**src/rtl/data_mem_mmio_if.sv**
```systemverilog
// Load/store bus between the MEM stage and the data memory.
// The core drives address, store data and write strobe; memory returns load data.
interface data_mem_mmio_if;
    logic        memwrite;
    logic [31:0] addr;
    logic [31:0] writedata;
    logic [31:0] readdata;

    modport master (output memwrite, addr, writedata, input readdata);
    modport slave  (input memwrite, addr, writedata, output readdata);
endinterface

```
**src/rtl/data_mem_mmio.sv**
```systemverilog
// Word RAM (combinational read, synchronous write) plus a small MMIO window
// holding an LED register and a compare-match timer with a W1C irq flag.
module data_mem_mmio #(
    parameter int unsigned DEPTH_WORDS = 64,
    parameter logic [31:0] MMIO_BASE   = 32'hFFFF_0000,
    parameter int unsigned LED_W       = 8
) (
    input  logic             clk_i,
    input  logic             rst_i,
    data_mem_mmio_if.slave   bus,
    output logic [LED_W-1:0] led_o,
    output logic             irq_o
);
    localparam int unsigned AW = $clog2(DEPTH_WORDS);

    localparam logic [5:0] REG_LED    = 6'h00;
    localparam logic [5:0] REG_CTRL   = 6'h01;
    localparam logic [5:0] REG_COUNT  = 6'h02;
    localparam logic [5:0] REG_CMP    = 6'h03;
    localparam logic [5:0] REG_STATUS = 6'h04;

    logic [31:0]      mem_q [DEPTH_WORDS];
    logic [AW-1:0]    ram_idx;
    logic             mmio_sel;
    logic [5:0]       reg_sel;
    logic             wr_mmio;

    logic [LED_W-1:0] led_q,   led_d;
    logic             en_q,    en_d;
    logic             ar_q,    ar_d;
    logic [31:0]      count_q, count_d;
    logic [31:0]      cmp_q,   cmp_d;
    logic             match_q, match_d;

    logic unused_addr_lsb;
    assign unused_addr_lsb = ^bus.addr[1:0];

    assign mmio_sel = (bus.addr[31:8] == MMIO_BASE[31:8]);
    assign ram_idx  = bus.addr[AW+1:2];
    assign reg_sel  = bus.addr[7:2];
    assign wr_mmio  = bus.memwrite && mmio_sel;

    // RAM is deliberately not reset so data survives a core reset.
    always_ff @(posedge clk_i) begin
        if (bus.memwrite && !mmio_sel) begin
            mem_q[ram_idx] <= bus.writedata;
        end
    end

    always_comb begin
        led_d   = led_q;
        en_d    = en_q;
        ar_d    = ar_q;
        cmp_d   = cmp_q;
        count_d = count_q;
        match_d = match_q;

        if (wr_mmio && reg_sel == REG_LED) begin
            led_d = bus.writedata[LED_W-1:0];
        end
        if (wr_mmio && reg_sel == REG_CTRL) begin
            en_d = bus.writedata[0];
            ar_d = bus.writedata[1];
        end
        if (wr_mmio && reg_sel == REG_CMP) begin
            cmp_d = bus.writedata;
        end
        if (wr_mmio && reg_sel == REG_STATUS && bus.writedata[0]) begin
            match_d = 1'b0;
        end

        // A software COUNT write suppresses both increment and compare.
        if (wr_mmio && reg_sel == REG_COUNT) begin
            count_d = bus.writedata;
        end else if (en_q && count_q == cmp_q) begin
            match_d = 1'b1;
            count_d = ar_q ? 32'd0 : count_q + 32'd1;
        end else if (en_q) begin
            count_d = count_q + 32'd1;
        end
    end

    always_ff @(posedge clk_i) begin
        if (rst_i) begin
            led_q   <= '0;
            en_q    <= 1'b0;
            ar_q    <= 1'b0;
            count_q <= 32'd0;
            cmp_q   <= 32'hFFFF_FFFF;
            match_q <= 1'b0;
        end else begin
            led_q   <= led_d;
            en_q    <= en_d;
            ar_q    <= ar_d;
            count_q <= count_d;
            cmp_q   <= cmp_d;
            match_q <= match_d;
        end
    end

    always_comb begin
        bus.readdata = 32'd0;
        if (mmio_sel) begin
            case (reg_sel)
                REG_LED:    bus.readdata = 32'(led_q);
                REG_CTRL:   bus.readdata = {30'd0, ar_q, en_q};
                REG_COUNT:  bus.readdata = count_q;
                REG_CMP:    bus.readdata = cmp_q;
                REG_STATUS: bus.readdata = {31'd0, match_q};
                default:    bus.readdata = 32'd0;
            endcase
        end else begin
            bus.readdata = mem_q[ram_idx];
        end
    end

    assign led_o = led_q;
    assign irq_o = match_q;
endmodule

```
**src/flat_wrapper.sv**
```systemverilog
// flat-port wrapper written by rule: the top's interface ports become plain ports
module data_mem_mmio_flat 
#(
    parameter int unsigned DEPTH_WORDS = 64,
    parameter logic [31:0] MMIO_BASE   = 32'hFFFF_0000,
    parameter int unsigned LED_W       = 8
)
  (clk_i, rst_i, led_o, irq_o, bus_memwrite, bus_addr, bus_writedata, bus_readdata);
  data_mem_mmio_if bus_i ();
  input  logic clk_i;
  input  logic rst_i;
  output logic [LED_W-1:0] led_o;
  output logic irq_o;
  input wire logic [$bits(bus_i.memwrite)-1:0] bus_memwrite;
  input wire logic [$bits(bus_i.addr)-1:0] bus_addr;
  input wire logic [$bits(bus_i.writedata)-1:0] bus_writedata;
  output wire logic [$bits(bus_i.readdata)-1:0] bus_readdata;
  assign bus_i.memwrite = bus_memwrite;
  assign bus_i.addr = bus_addr;
  assign bus_i.writedata = bus_writedata;
  assign bus_readdata = bus_i.readdata;
  data_mem_mmio #(.DEPTH_WORDS(DEPTH_WORDS), .MMIO_BASE(MMIO_BASE), .LED_W(LED_W)) u_core (.clk_i(clk_i), .rst_i(rst_i), .bus(bus_i), .led_o(led_o), .irq_o(irq_o));
endmodule
```
**config.mk**
```make
export PLATFORM = sky130hd
export DESIGN_NAME = data_mem_mmio_flat
export DESIGN_NICKNAME = d
export VERILOG_FILES = /design/src/rtl/data_mem_mmio_if.sv /design/src/rtl/data_mem_mmio.sv /design/src/flat_wrapper.sv
export SDC_FILE = /design/constraint.sdc
export NUM_CORES = 2
export LEC_CHECK = 0
export ABC_AREA = 1
export ABC_CLOCK_PERIOD_IN_PS = 3700
export CELL_PAD_IN_SITES_DETAIL_PLACEMENT = 1
export CELL_PAD_IN_SITES_GLOBAL_PLACEMENT = 1
export CORE_MARGIN = 1.5
export CORE_UTILIZATION = 45
export DETAILED_ROUTE_END_ITERATION = 7
export PLACE_DENSITY_LB_ADDON = 0.1
export SLEW_MARGIN = 0
export SYNTH_ARGS = -nofsm -noshare
export SYNTH_HDL_FRONTEND = slang
export SYNTH_SLANG_ARGS = --single-unit
```
**constraint.sdc**
```tcl
create_clock -name clk_i -period 3.7 [get_ports clk_i]
set_input_delay 0.37 -clock clk_i [delete_from_list [all_inputs] [get_ports clk_i]]
set_output_delay 0.37 -clock clk_i [all_outputs]
set_load 0.005 [all_outputs]
```
==> results.toml <==
[die]
initial_core_util_pct = 45.4
num_rows = 158
io-pin-count = 108
die_h_um = 436
core_area_um2 = 186000
die_x_um = 436
die_area_um2 = 190000

[clocking]
clock_path_buffers = 3
cts_tree = "done"
cts_sinks = 2123
cts_buffers = 220
clk_pin_slew_worst_paths_ns = 0.06
cts-root-buf = "clkbuf_16"
htreeDepth = 4
clk_latency_ns = 0.88

[grt]
grt_max_degree = 67
overflow = 0
grt_pass1_vias = 60163
grtUsageTotal_pct = 30.8
antenna_found_initial = 11
grt_pass1_wl_um = 424000

[sta]
max_slew_margin_pct = 6.93
setup_ws_ns = 0.0587
maxSlewViolCount = 0
period_needed_ns = 3.64
fin_skew_ns = 0.0330
period_share_pct = 98.4
hold_viol = 0
setup_viol = 0
tightest_slew_ns = 1.40
max_freq_ghz = 0.275

[detailed_routing]
wl_um = 295000
vias_per_cell = 5.72
drc_errors = 0
routedWlPerCell_um = 28.9
drt_iter0_markers = 5920
drt_first_pass_iters = 6
drtAntennaViolNets = 0
vias = 58419

[min_path]
hold_path.class = "in2reg"

[synthesis]
yosysTopAreaCellShare_pct = 72.9
synth_seq_area_share_pct = 74.7
ys_seq_elements = 2123
ys_types = 35
synth_cells = 7012
yosys.area.top_type = "edfxtp_1"
syn_area_um2 = 84300
avgSynthCellArea_um2 = 12.0
synth_fp_nets = 7080
yosys_warnings = 0
synth_area_leaders = "edfxtp_1 73%, nand2_1 11%, nand4_1 3.4%"

[power]
powerDensity_nw_per_um2 = 520
vdd_drop_max_uv = 494
fin_total_pwr_uw = 52700
p_leak_uw = 0.0364

[worst_setup_path]
path_class = "in2out"
crit_path_end_kind = "output port"
start_kind = "primary input"
worst_ep_required_time_ns = 3.33
path_max_fanout = 11
cp.arrival_ns = 3.27

[place]
place.gp.congestion = 0.958
dp_slack_ns = -1.05
io_buffers = 105
dp_hpwl_um = 187000

[job]
drv_cap = 0

[final_layout]
fin_util_pct = 54.5
drive_gt1_share_pct = 13.6
layout_common_cells = "2,357 x nand2_1, 2,048 x edfxtp_1, 464 x nand4_1"
syn2layout_area_growth_pct = 20.1
layout_commonest_cell = "nand2_1"
layout.nets = 7611

[status]
status = "completed"
report_power, final:
part | switching [µW] | total (µW) | internal, µW | leakage, µW
combinational | 2530 | 3620 | 1100 | 0.0138
clock | 9480 | 22500 | 13000 | 0.00354
sequential | 39.5 | 26500 | 26500 | 0.0190
total | 12000 | 52700 | 40600 | 0.0364
cell type report:
type | count | area, µm²
antenna | 1 | 2.50
clock buffer | 268 | 5730
clock inverter | 144 | 1550
fill | 18767 | 84600
inverter | 475 | 1800
multi-input combinational | 4058 | 18800
sequential | 2123 | 63000
tap | 2480 | 3100
timing repair buffer | 665 | 7270
repair_timing:
action | 4_1_cts | 5_1_grt
gates resized for setup | 83 | 23
setup buffers | 9 | 8
hold buffers | 3 | 0
pin swaps | 5 | 3
endpoints found under the setup margin | 32 | 25
hold endpoints to repair | 27 | 0
cloned | 5 | 1
per-stage QoR:
| stage | instance area, µm² | instances | setup TNS [ns] | hold slack [ns] |
|---|---|---|---|---|
| 2_1_floorplan | 84300 | 7012 | 0 | 0.429 |
| 3_3_place_gp | 93300 | 9775 | -14.22 | 0.443 |
| 3_5_place_dp | 93300 | 9775 | -15.78 | 0.447 |
| 4_1_cts | 101000 | 10204 | 0 | 0.000387 |
| 5_1_grt | 101000 | 10213 | -0.00193 | 0.0351 |
| 6_report | 101000 | 10214 | 0 | 0.0512 |
sequential cells by signal (all words and copies together), names as in the netlist:
register        flops
u_core.mem_q     2048
u_core.en_q         1
u_core.count_q     32
u_core.cmp_q       32
u_core.irq_o        1
u_core.led_o        8
u_core.ar_q         1
kinds of logic after synthesis:
family                     Yosys count  synth area share [%]
AOI/OAI and AO/OA                  518                  3.55
xor gates and xnor gates            30                 0.312
adders and majority gates            1                0.0148
buffers and inverters              831                  3.90
DFF                               2123                  74.7
and+or+nand+nor                   3509                  17.5
per-layer routing:
layer	track usage, %	routed length (µm)	up-vias
met5	0	24	-
met4	11.8	11700	4
met3	3.87	17900	462
met2	50.2	141000	2041
met1	42.4	125000	30304
li1	-	-	25608
cell usage after synthesis:
cell	number
nand2_2	2
nor2_2	1
xor2_1	26
nand2_1	2389
inv_2	6
o211ai_1	4
nand3b_1	4
a211oi_1	10
xnor2_1	4
o22ai_1	24
nor3_1	9
o21ai_0	59
nand2_4	1
o21ai_1	22
inv_1	468
nor2_4	2
a21oi_1	267
a22oi_1	128
nand4_1	464
clkbuf_1	164
nor3_4	1
dfxtp_1	75
o221ai_1	1
clkinv_1	1
o21a_1	1
ha_1	1
edfxtp_1	2048
nor3_2	1
o2111ai_1	1
buf_1	56
nand3_1	277
nor2_1	358
a22o_1	1
buf_2	135
buf_4	1
critical path, cell delays in order:
cell	delay, ns
buf_2	0.22
buf_4	0.17
nor2_4	0.04
buf_4	0.14
buf_4	0.16
buf_12	0.15
buf_4	0.19
a22oi_1	0.29
nand3_1	0.12
nand3_1	0.19
nand2_1	0.09
nand2_1	0.15
nand2_1	0.11
o21ai_4	0.26
nand2_1	0.09
clkdlybuf4s50_1	0.51
worst paths after layout:
path | to | from | slack, ns | cells past startpoint
worst max-delay path | bus_readdata[9] | bus_addr[2] | 0.06 | 16
worst min-delay path | u_core.mem_q[14][17] | bus_writedata[17] | 0.05 | 1
worst max register to register | u_core.count_q[29] | u_core.count_q[7] | 1.08 | 10
worst min register to register | u_core.cmp_q[9] | u_core.cmp_q[9] | 0.46 | 2
Power figures use the tool's default switching activity.
